`src/rtl/regfile_wb_arbiter.sv`:
```
// Register-file writeback arbiter: two requester FIFOs (ALU, LSU) merged onto one write port.
// Define REGFILE_WB_RR_ARB_EN for round-robin arbitration; fixed priority (port 0) otherwise.

module regfile_wb_fifo #(
  parameter int DEPTH = 2,
  parameter int WIDTH = 37
) (
  input  logic             clk,
  input  logic             rstn,
  input  logic             push,
  input  logic [WIDTH-1:0] push_entry,
  input  logic             pop,
  output logic [WIDTH-1:0] head,
  output logic             not_full,
  output logic             not_empty
);
  localparam int PW = (DEPTH > 1) ? $clog2(DEPTH) : 1;
  localparam int CW = $clog2(DEPTH + 1);
  localparam logic [CW-1:0] FULL = CW'(DEPTH);

  logic [WIDTH-1:0] mem [DEPTH];
  logic [PW-1:0]    wr_ptr;
  logic [PW-1:0]    rd_ptr;
  logic [CW-1:0]    count;

  // Ready depends only on occupancy, so a pop never lets a full FIFO accept.
  assign not_full  = (count != FULL);
  assign not_empty = (count != '0);
  assign head      = mem[rd_ptr];

  // NOTE: storage has no reset; validity is tracked by count, so stale contents are never observed.
  always_ff @(posedge clk) begin
    if (push) mem[wr_ptr] <= push_entry;
  end

  // NOTE: sequential state uses non-blocking assignments so every register samples pre-edge values.
  always_ff @(posedge clk or negedge rstn) begin
    if (!rstn) begin
      wr_ptr <= '0;
      rd_ptr <= '0;
      count  <= '0;
    end else begin
      if (push) wr_ptr <= wr_ptr + 1'b1;
      if (pop)  rd_ptr <= rd_ptr + 1'b1;
      count <= count + CW'(push) - CW'(pop);
    end
  end
endmodule

module regfile_wb_arbiter #(
  parameter int DEPTH = 2
) (
  input  logic        clk,
  input  logic        rstn,
  input  logic        req0_valid,
  output logic        req0_ready,
  input  logic [4:0]  req0_addr,
  input  logic [31:0] req0_data,
  input  logic        req1_valid,
  output logic        req1_ready,
  input  logic [4:0]  req1_addr,
  input  logic [31:0] req1_data,
  output logic        rf_w_en,
  output logic [5:0]  rf_addr_w,
  output logic [31:0] rf_w_data,
  output logic        idle
);
  logic [36:0] head0, head1, head;
  logic        ne0, ne1;
  logic        push0, push1, pop0, pop1;
  logic        pop_any, grant, last_grant;

  assign push0 = req0_valid & req0_ready;
  assign push1 = req1_valid & req1_ready;

  regfile_wb_fifo #(.DEPTH(DEPTH), .WIDTH(37)) u_fifo0 (
    .clk(clk), .rstn(rstn), .push(push0), .push_entry({req0_addr, req0_data}),
    .pop(pop0), .head(head0), .not_full(req0_ready), .not_empty(ne0)
  );

  regfile_wb_fifo #(.DEPTH(DEPTH), .WIDTH(37)) u_fifo1 (
    .clk(clk), .rstn(rstn), .push(push1), .push_entry({req1_addr, req1_data}),
    .pop(pop1), .head(head1), .not_full(req1_ready), .not_empty(ne1)
  );

  // NOTE: every always_comb output gets a default first so no latch can be inferred.
  always_comb begin
    grant   = 1'b0;
    pop_any = ne0 | ne1;
`ifdef REGFILE_WB_RR_ARB_EN
    grant = (ne0 && ne1) ? ~last_grant : ne1;
`else
    grant = ~ne0;
`endif
  end

  assign pop0 = pop_any & ~grant;
  assign pop1 = pop_any & grant;
  assign head = grant ? head1 : head0;

`ifndef REGFILE_WB_RR_ARB_EN
  // Fixed priority tracks last_grant without consuming it.
  logic unused_last_grant;
  assign unused_last_grant = last_grant;
`endif

  always_ff @(posedge clk or negedge rstn) begin
    if (!rstn) begin
      rf_w_en    <= 1'b0;
      rf_addr_w  <= '0;
      rf_w_data  <= '0;
      last_grant <= 1'b1;
    end else if (pop_any) begin
      // Writes to x0 still retire the entry but never reach the register file.
      rf_w_en    <= (head[36:32] != 5'd0);
      rf_addr_w  <= {1'b0, head[36:32]};
      rf_w_data  <= head[31:0];
      last_grant <= grant;
    end else begin
      rf_w_en <= 1'b0;
    end
  end

  assign idle = ~ne0 & ~ne1 & ~rf_w_en;
endmodule

```
`config.mk`:
```
export PLATFORM = sky130hd
export DESIGN_NAME = regfile_wb_arbiter
export DESIGN_NICKNAME = d
export VERILOG_FILES = /design/src/rtl/regfile_wb_arbiter.sv
export SDC_FILE = /design/constraint.sdc
export NUM_CORES = 1
export LEC_CHECK = 0
export ABC_AREA = 0
export CAP_MARGIN = 20
export CORE_MARGIN = 10
export CORE_UTILIZATION = 38
export CTS_BUF_LIST = sky130_fd_sc_hd__clkbuf_16
export DETAILED_ROUTE_END_ITERATION = 8
export DONT_BUFFER_PORTS = 1
export PLACE_DENSITY = 0.54
export SLEW_MARGIN = 15
export SYNTH_ARGS = -nofsm -noshare
export SYNTH_HDL_FRONTEND = slang
export SYNTH_SLANG_ARGS = --single-unit
```
`constraint.sdc`:
```
create_clock -name clk -period 6.79 [get_ports clk]
set_input_delay 1.0185 -clock clk [delete_from_list [all_inputs] [get_ports clk]]
set_output_delay 1.0185 -clock clk [all_outputs]
set_load 0.03 [all_outputs]
```
==> impl_results.md, run 1 <==
* Final critical delay including setup and external delays at between 2 and 3 ns
* Global-route usage over all layers at 0.126
* Commonest register cell after synthesis: edfxtp_1
* Global-route congestion overflow total at 0
* Largest net degree at the start of global routing at 47
* Horizontal extent of the die at ~160 um
* Yosys top cell by area: edfxtp_1
* Number of global-route vias before repair at around 3.6k
* Sequential group share of total power at 0.561
* Root cell of the clock tree: clkbuf_16
* Worst min-delay path category: input port to asynchronous set/reset pin
* Total DRC errors in the routed layout at 0
* Area share of the largest cell type after synthesis at 0.619
* Number of synthesized register bits at roughly 190
* Chip Height at approximately 160 um
* Part of the total power dissipated in the clock network at 0.264
* Clock latency at the later pin of the worst-skew pair at around 0.43 ns
* Final antenna-violating net count at 0
* Post-synth ARST share at 0.237
* Routed met2 length at around 7800 um
* Fin Setup TNS at 0 ns
* Switching power at 1270 uW
* Initial Utilization at 0.385
* Met1 wire length at about 5400 um
* CTS hold repair buffers at 0
* Max incr delay on CP at approximately 0.54 ns
* Transition time of the tightest slew-check pin at ~1.1 ns
* Initial antenna violation count at 0
* Final critical-path share of the clock period at 0.403
* Worst path slowest cell: nor2b_1
* Count of nets after finishing at approximately 480
* Vias per cell at between 5 and 6
* Critical Path Start Type: register
* Synthesized cell area at about 7200 um2
* Max IR drop VDD at 0.000238 V
* Worst path top cell family by delay: simple AND/OR/NAND/NOR gates
* Pre-CTS WS at between 3 and 4 ns
* CTS Buf Count at 17
* Max-cap violation count at 0
* Worst relative slew slack at 0.295
* Critical-path cell list: nor4_4 > nor2b_1
* Setup WS post-layout at 4.05 ns
* Avg WL per Cell at 23.9 um
* TritonRoute pass-1 iters at 4
* Synthesized instance count at slightly below 400
* Number of max-slew violations in the final report at 0
* Number of ports placed on the die boundary at between 100 and 150
* Diodes inserted at 0
* Fin Clk Skew at between 0.005 and 0.006 ns
* Post-Syn Nets at about 470
* Number of H-tree branching levels at 4
* Maximum clock insertion buffer count at 2
* Data arrival time of the critical path at around 1.7 ns
* Status: completed
* Max layer used: met4
* Comb pwr share at 0.175
* Mapped Avg Cell Area at 18.3 um2
* Clock Pin Slew Worst Setup and Hold Paths at about 0.07 ns
* Fmax at about 370 MHz
* HPWL reported at the end of detailed placement at between 10,000 and 15,000 um
* Buffers & Inverters on Critical Path at 0
* Final setup violating endpoints at 0
* Via count at ~3.3k
* Synth-to-Final Area Change at 12.3%
* RSZ-0062 raised after global routing: false
* Classification of the worst setup path: register to primary output
* Total power per unit cell area at roughly 470 nW/um2
* Number of enable flip-flop cells after synthesis at between 100 and 150
* Yosys warning count at 0
* Resized Gates After CTS at 0
* Port Buf Inserts at 0
* Critical path required time at ~5.8 ns
* Count of endpoints failing hold in the final timing report at 0
* Number of different library cells in the post-synthesis netlist at 25
* Static Leak at a little under 0.003 uW
* Sequential-to-total area share from yosys stat at 0.780
* Die footprint at between 20,000 and 25,000 um2
* Global-route wire length before repair at between 20,000 and 25,000 um
* Buffers inserted by post-CTS timing repair at 0
* Maximum net fanout on the critical path at 4
* Power Internal at approximately 2500 uW
* Synth top area cells: edfxtp_1, dfrtp_1, mux2i_1, o221ai_1, nand2_1
* Total Wirelength at between 15,000 and 20,000 um
* Switching power as a share of total power at 0.337
* Slack of the worst reg-to-reg path at between 4 and 5 ns
* CP Capture Type: primary output
* Detailed Route Iter0 Violations at 197
* CTS tree: built
* Fraction of final layout cells with drive strength greater than 1 at 0.114
* Detailed route wirelength on metal3 at ~2000 um
* FP Rows at 50
* Top post-synthesis cells by count: edfxtp_1, mux2i_1, dfrtp_1, nand2_1, o221ai_1
* TritonCTS Sinks at ~190
* Final RePlAce weighted congestion at between 0.7 and 0.8
* Most frequently used cell type in the post-synthesis netlist: edfxtp_1
* Core Region at 18,600 um2
power groups by stage:
stage          logic [uW]  registers, uW  clock network (uW)
4_1_cts               682           2120                1020
3_5_place_dp          681           2140                   0
2_1_floorplan         570           2000                   0
6_report              660           2110                 992
5_1_grt               732           2150                1070
3_3_place_gp          643           2140                   0
worst paths after layout:
| check | start | to | depth (start not counted) |
|---|---|---|---|
| worst min-delay path | rstn | rf_w_data[4] | 0 |
| worst max-delay path | u_fifo0.count[0] | idle | 2 |
| worst min register to register | u_fifo0.mem[0][27] | rf_w_data[27] | 2 |
| min in group clk | u_fifo0.mem[0][27] | rf_w_data[27] | 2 |
| worst max register to register | u_fifo1.rd_ptr | rf_w_en | 5 |
| max in group asynchronous | rstn | u_fifo1.rd_ptr | 0 |
per-layer routing:
layer / global-route usage / up-vias
met5: 0 / -
met4: 0.0459 / 0
met3: 0.0794 / 15
met2: 0.207 / 107
met1: 0.128 / 1654
li1: - / 1531
through the flow:
step           instance area (um2)  total power (uW)  utilization  hold WS (ns)  cells
3_5_place_dp                  7440              2830        0.399         0.533    612
5_1_grt                       8060              3950        0.432         0.253    645
4_1_cts                       8030              3820        0.431         0.264    644
3_3_place_gp                  7390              2780        0.396         0.528    610
2_1_floorplan                 7180              2570            -         0.460    393
6_report                      8060              3760        0.432         0.287    645
cells in the final DEF (no fill, tap or decap), types with 2 or more instances in the layout:
master / instances
clkinv_2: 3
nand2b_1: 2
edfxtp_1: 148
ha_1: 2
nand2_1: 37
and3_2: 2
xnor2_1: 6
nor2_4: 3
o21ai_0: 2
mux2_2: 2
inv_1: 5
clkinvlp_4: 5
mux2i_1: 77
dfrtp_1: 44
mux2_1: 3
bufinv_16: 3
o221ai_1: 32
clkbuf_16: 17
dfrtp_2: 2
buf_4: 3
buf_16: 2
kinds of logic after synthesis:
family | share of synthesized area
muxes | 0.115
and+or+nand+nor | 0.0310
AOI/OAI and AO/OA | 0.0424
adders and majority gates | 0.00349
buffers and inverters | 0.0204
xor gates and xnor gates | 0.00732
DFF | 0.780
other | 0.000523
registers in the layout, indices dropped and copies added (netlist names):
name            cells
u_fifo0.wr_ptr      1
u_fifo1.wr_ptr      1
rf_w_en             1
rf_w_data          32
u_fifo1.rd_ptr      1
u_fifo0.rd_ptr      1
u_fifo1.count       2
rf_addr_w           5
u_fifo1.mem        74
u_fifo0.count       2
u_fifo0.mem        74
cell type report:
| class | instances | area [um2] |
|---|---|---|
| Inverter | 4 | 15.0 |
| Clock buffer | 17 | 425 |
| Timing Repair Buffer | 6 | 97.6 |
| Clock inverter | 15 | 168 |
| Fill cell | 1634 | 10600 |
| Sequential cell | 194 | 5600 |
| Tap cell | 234 | 293 |
| Multi-Input combinational cell | 175 | 1460 |
Note: power is estimated with default switching activity, not from simulation.
==> run 2, diff against run 1 <==
- PLACE_DENSITY: 0.54 -> 0.56
- clock period: 6.79 -> 2.4 ns (I/O delays scaled with it)
==> impl_results.md, run 2 (synthesis gave the netlist of run 1 again) <==
* CP Capture Type: primary output
* Largest net degree at the start of global routing at 47 (unchanged)
* Global-route wire length before repair at 23,600 um (+5.3%)
* Static Leak at 0.00298 uW (+2.4%)
* Diodes inserted at 0 (unchanged)
* Number of ports placed on the die boundary at 120 (unchanged)
* CTS hold repair buffers at 2 (+2)
* Final critical-path share of the clock period at 0.779
* TritonCTS Sinks at 194 (unchanged)
* Number of global-route vias before repair at 3,796 (+6.8%)
* Global-route usage over all layers at 0.130 (+0.00418)
* Critical path required time at 2.04 ns (-3.73 ns)
* Sequential cell area in the final layout at 5600 um2 (unchanged)
* GR Layer Usage met1 at 0.139 (+0.0108)
* Final critical delay including setup and external delays at roughly 1.9 ns
* Chip Height at 157 um (unchanged)
* Via count at 3,409 (+3.1%)
* Count of endpoints failing hold in the final timing report at 0 (unchanged)
* RSZ-0062 raised after global routing: false
* Footprint of the multi-input gates at 1460 um2 (unchanged)
* Status: completed
* Buffers inserted by post-CTS timing repair at 0 (unchanged)
* HPWL reported at the end of detailed placement at 10,200 um (-1.8%)
* Global-route congestion overflow total at 0 (unchanged)
* Transition time of the tightest slew-check pin at 0.533 ns (-0.520 ns)
* Fraction of final layout cells with drive strength greater than 1 at 0.128 (+0.0136)
* Most frequent cells in the layout: edfxtp_1, mux2i_1, dfrtp_1, nand2_1, o221ai_1
* Max IR drop VDD at 0.000456 V (+92%)
* Final RePlAce weighted congestion at 0.711 (-0.31%)
* Initial antenna violation count at 0 (unchanged)
* Detailed Route Iter0 Violations at 191 (-3.0%)
* Clock Pin Slew Worst Setup and Hold Paths at 0.07 ns (about the same)
* FP Rows at 50 (unchanged)
* Horizontal extent of the die at 157 um (unchanged)
* FILL cells at 1,628 (-0.37%)
* Max-cap violation count at 0 (unchanged)
* Worst min-delay path category: input port to register
* Most crowded layer after global routing: met2
* Avg WL per Cell at 23.7 um (-0.68%)
* Fmax at 535 MHz
* Part of the total power dissipated in the clock network at 0.254 (-0.010)
* Core Region at 18,600 um2 (unchanged)
* Switching power as a share of total power at 0.340 (+0.00342)
* FF-to-FF Start: u_fifo0.count[0]
* Comb pwr share at 0.202 (+0.027)
* Worst relative slew slack at 0.645 (+0.349)
* Maximum net fanout on the critical path at 4 (unchanged)
* Power Internal at 7050 uW (+180%)
* Number of max-slew violations in the final report at 0 (unchanged)
* Synth-to-Final Area Change at 13.5%
* Final setup violating endpoints at 0 (unchanged)
* Total DRC errors in the routed layout at 0 (unchanged)
* Total Wirelength at 15,600 um (+1.0%)
* TritonRoute pass-1 iters at 4 (unchanged)
* Fin Clk Skew at 0.0114 ns (+0.00608 ns)
* Die footprint at 24,800 um2 (unchanged)
* Resized Gates After CTS at 0 (unchanged)
* Total power per unit cell area at 1310 nW/um2 (+180%)
* CTS tree: built
* Data arrival time of the critical path at 1.51 ns (-0.21 ns)
* Total power of the final layout at 10,700 uW (+180%)
* Count of nets after finishing at 489 (+2.3%)
* Clock latency at the later pin of the worst-skew pair at 0.42 ns (about the same)
* Port Buf Inserts at 0 (unchanged)
* Root cell of the clock tree: clkbuf_16
* Initial Utilization at 0.385 (unchanged)
* Final antenna-violating net count at 0 (unchanged)
* CTS Buf Count at 17 (unchanged)
* Met3 track utilization from global routing at 0.0617 (-0.0177)
* Min-Delay Startpoint: req0_data[9]
* Vias per cell at 5.20 (+1.4%)
* Maximum clock insertion buffer count at 2 (unchanged)
* Critical Path Start Type: register
* M2 GR Usage at 0.222 (+0.0151)
* Top flop regs: u_fifo0.mem (74), u_fifo1.mem (74), rf_w_data (32)
* Most common library cell in the layout ignoring fill and taps: edfxtp_1
* Crit path launch: u_fifo0.count[0]
* Switching power at 3630 uW (+190%)
* Number of H-tree branching levels at 4 (unchanged)
* Classification of the worst setup path: register to primary output
* Sequential group share of total power at 0.544 (-0.017)
* Fin Setup TNS at 0 ns (unchanged)
## run 2: power by group through the flow
stage | Combinational (uW) | Clock (uW) | Sequential (uW)
6_report | 2160 | 2720 | 5810
5_1_grt | 2370 | 2950 | 5930
4_1_cts | 2220 | 2810 | 5850
3_5_place_dp | 2190 | 0 | 5920
3_3_place_gp | 2120 | 0 | 5890
2_1_floorplan | 1620 | 0 | 5640
## run 2: metrics by stage
stage | hold slack [ns] | util | cells | worst slack (ns) | instance area (um2)
floorplan | 0.0644 | - | 393 | 0.0539 | 7180
global placement | 0.0663 | 0.404 | 622 | 0.584 | 7540
detailed placement | 0.0658 | 0.404 | 622 | 0.556 | 7540
CTS | 0.00793 | 0.437 | 656 | 0.507 | 8150
global route | 0.00177 | 0.437 | 656 | 0.442 | 8150
finish | 0.0319 | 0.437 | 656 | 0.531 | 8150
## run 2: routing by layer
metal  vias up  routed length, um
met3        11               1600
met1      1742               5720
met5         -                  0
met2       106               8020
li1       1550                  -
met4         0                232
## run 2: critical path: stages, from the launching register on
cell,delay [ns]
dfrtp_1,0.45
nor4_4,0.30
nor2b_1,0.17
buf_4,0.18
## run 2: worst paths after layout
kind / slack [ns] / end / cells past startpoint
setup reg to reg: 0.56 / u_fifo0.mem[0][24] / 4
max in group asynchronous: 1.68 / u_fifo0.rd_ptr / 2
min in group asynchronous: 0.46 / rf_w_data[5] / 2
hold reg to reg: 0.55 / u_fifo0.wr_ptr / 1
setup / recovery: 0.53 / idle / 3
hold / removal: 0.03 / u_fifo0.mem[1][9] / 0
## run 2: layout make-up
class | instances | share of cell area
tap | 234 | 0.0359
clock buffer | 17 | 0.0522
inverter | 4 | 0.00184
clock inverter | 15 | 0.0177
timing repair buffer | 17 | 0.0261
sequential | 194 | 0.687
multi-input combinational | 175 | 0.179
==> run 3, diff against run 2 <==
- PLACE_DENSITY: 0.56 -> 0.54
- clock period: 2.4 -> 1.8 ns (I/O delays scaled with it)
==> impl_results.md, run 3 (synthesis gave the netlist of run 1 again) <==
* Initial antenna violation count at 0 (unchanged)
* Core Region at 18,600 um2 (unchanged)
* Footprint of the multi-input gates at 1470 um2 (+0.69%)
* TritonRoute pass-1 iters at 4 (unchanged)
* Diodes inserted at 0 (unchanged)
* Data arrival time of the critical path at 1.47 ns (-0.04 ns)
* Max incr delay on CP at 0.43 ns (-0.02 ns)
* Global-route congestion overflow total at 0 (unchanged)
* Vias per cell at 5.00 (-3.7%)
* Global-route usage over all layers at 0.131 (+0.000928)
* Global-route wire length before repair at 24,300 um (+3.1%)
* HPWL reported at the end of detailed placement at 9930 um (-2.4%)
* Via count at 3,693 (+8.3%)
* Top flop regs: u_fifo0.mem (74), u_fifo1.mem (74), rf_w_data (32)
* Count of nets after finishing at 571 (+17%)
* Synth-to-Final Area Change at 25.1%
* Final RePlAce weighted congestion at 0.709 (-0.35%)
* Max-cap violation count at 0 (unchanged)
* Status: completed
* Summed area of non-filler cells in the final layout at 8980 um2 (+10%)
* Total Wirelength at 15,700 um (+0.74%)
* Initial Utilization at 0.385 (unchanged)
* RSZ-0062 raised after global routing: true
* Final setup violating endpoints at 0 (unchanged)
* Total power per unit cell area at 1610 nW/um2 (+23%)
* TritonCTS Sinks at 194 (unchanged)
* Static Leak at 0.00333 uW (+12%)
* Number of ports placed on the die boundary at 120 (unchanged)
* Most common library cell in the layout ignoring fill and taps: edfxtp_1
* Final critical-path share of the clock period at 0.968
* Clock Pin Slew Worst Setup and Hold Paths at 0.07 ns (about the same)
* Critical path required time at 1.53 ns (-0.51 ns)
* Total DRC errors in the routed layout at 0 (unchanged)
* Fmax at 574 MHz
* Critical-path cell list: nor4_4 > nor2b_1 > buf_4
* Final critical delay including setup and external delays at between 1.5 and 2 ns
* Fraction of final layout cells with drive strength greater than 1 at 0.141 (+0.0129)
* Final cell count without fillers at 738 (+13%)
* Horizontal extent of the die at 157 um (unchanged)
* Number of cells after detailed placement at 626 (+0.64%)
* Classification of the worst setup path: register to primary output
* Maximum clock insertion buffer count at 2 (unchanged)
* Most frequent cells in the layout: edfxtp_1, mux2i_1, dlygate4sd3_1, dfrtp_1, nand2_1
* FILL cells at 1,572 (-3.4%)
* FP Rows at 50 (unchanged)
* Detailed Route Iter0 Violations at 225 (+18%)
* Largest net degree at the start of global routing at 47 (unchanged)
* Setup WS post-layout at 0.0580 ns (-0.473 ns)
* CP Capture Type: primary output
* Root cell of the clock tree: clkbuf_16
* Number of max-slew violations in the final report at 0 (unchanged)
* Max IR drop VDD at 0.000735 V (+61%)
* Worst path top cell family by delay: simple AND/OR/NAND/NOR gates
* Worst path slowest cell: dfrtp_2
* CTS Buf Count at 17 (unchanged)
* Pre-CTS WS at 0.178 ns (-0.378 ns)
* Fin Setup TNS at 0 ns (unchanged)
* Number of H-tree branching levels at 4 (unchanged)
* Fin Clk Skew at 0.0111 ns (-0.000314 ns)
* Chip Height at 157 um (unchanged)
* Clock latency at the later pin of the worst-skew pair at 0.43 ns (about the same)
* Number of global-route vias before repair at 4,082 (+7.5%)
* Critical Path Start Type: register
* Sequential cell area in the final layout at 5600 um2 (about the same)
* CTS tree: built
* Die footprint at 24,800 um2 (unchanged)
* Worst min-delay path category: input port to register
* Final antenna-violating net count at 0 (unchanged)
* Buffers & Inverters on Critical Path at 1 (unchanged)
* Count of endpoints failing hold in the final timing report at 0 (unchanged)
* Maximum net fanout on the critical path at 2 (-2)
* Placement Cell Area at 7590 um2 (+0.70%)
* Avg WL per Cell at 21.3 um (-10%)
* Port Buf Inserts at 0 (unchanged)
-- run 3: final cells by class --
class / count / area share
multi-input combinational: 175 / 0.164
clock inverter: 15 / 0.0163
timing repair buffer: 99 / 0.115
clock buffer: 17 / 0.0474
inverter: 4 / 0.00167
tap: 234 / 0.0326
sequential: 194 / 0.624
-- run 3: what timing repair did --
item,in CTS,in global routing
hold endpoints to repair,195,0
setup buffers,3,0
cloned,0,0
hold buffers,77,0
gates resized for setup,4,0
pin swaps,1,0
setup endpoints to repair,1,1
-- run 3: final timing paths --
kind	start	end	cells past startpoint	slack, ns
setup / recovery	u_fifo1.count[0]	idle	3	0.06
min in group asynchronous	rstn	rf_w_data[9]	2	0.38
hold reg to reg	u_fifo0.wr_ptr	u_fifo0.wr_ptr	1	0.55
hold / removal	req0_valid	u_fifo0.wr_ptr	2	0.08
max in group asynchronous	rstn	u_fifo0.rd_ptr	2	1.15
setup reg to reg	u_fifo0.count[1]	u_fifo1.count[1]	9	0.18
-- run 3: report_power, final --
| group | switching [uW] | internal, uW |
|---|---|---|
| sequential | 1560 | 6150 |
| combinational | 1720 | 1380 |
| clock | 1720 | 1950 |
| total | 5000 | 9480 |
-- run 3: layer usage --
| metal | wire length [um] | part of all wire | up-vias | GRT usage |
|---|---|---|---|---|
| met1 | 6690 | 0.43 | 1868 | 0.155 |
| met5 | 0 | 0 | - | 0 |
| li1 | - | - | 1715 | - |
| met3 | 997 | 0.064 | 11 | 0.0450 |
| met2 | 7800 | 0.50 | 99 | 0.218 |
| met4 | 202 | 0.013 | 0 | 0.0467 |
-- run 3: through the flow --
stage	util	power [uW]	hold slack (ns)
final	0.482	14500	0.0825
after global routing	0.482	15200	0.0650
after CTS	0.482	14700	0.0593
after detailed placement	0.407	10800	-0.0238
after global placement	0.407	10700	-0.0237
after floorplan	-	9690	-0.0256
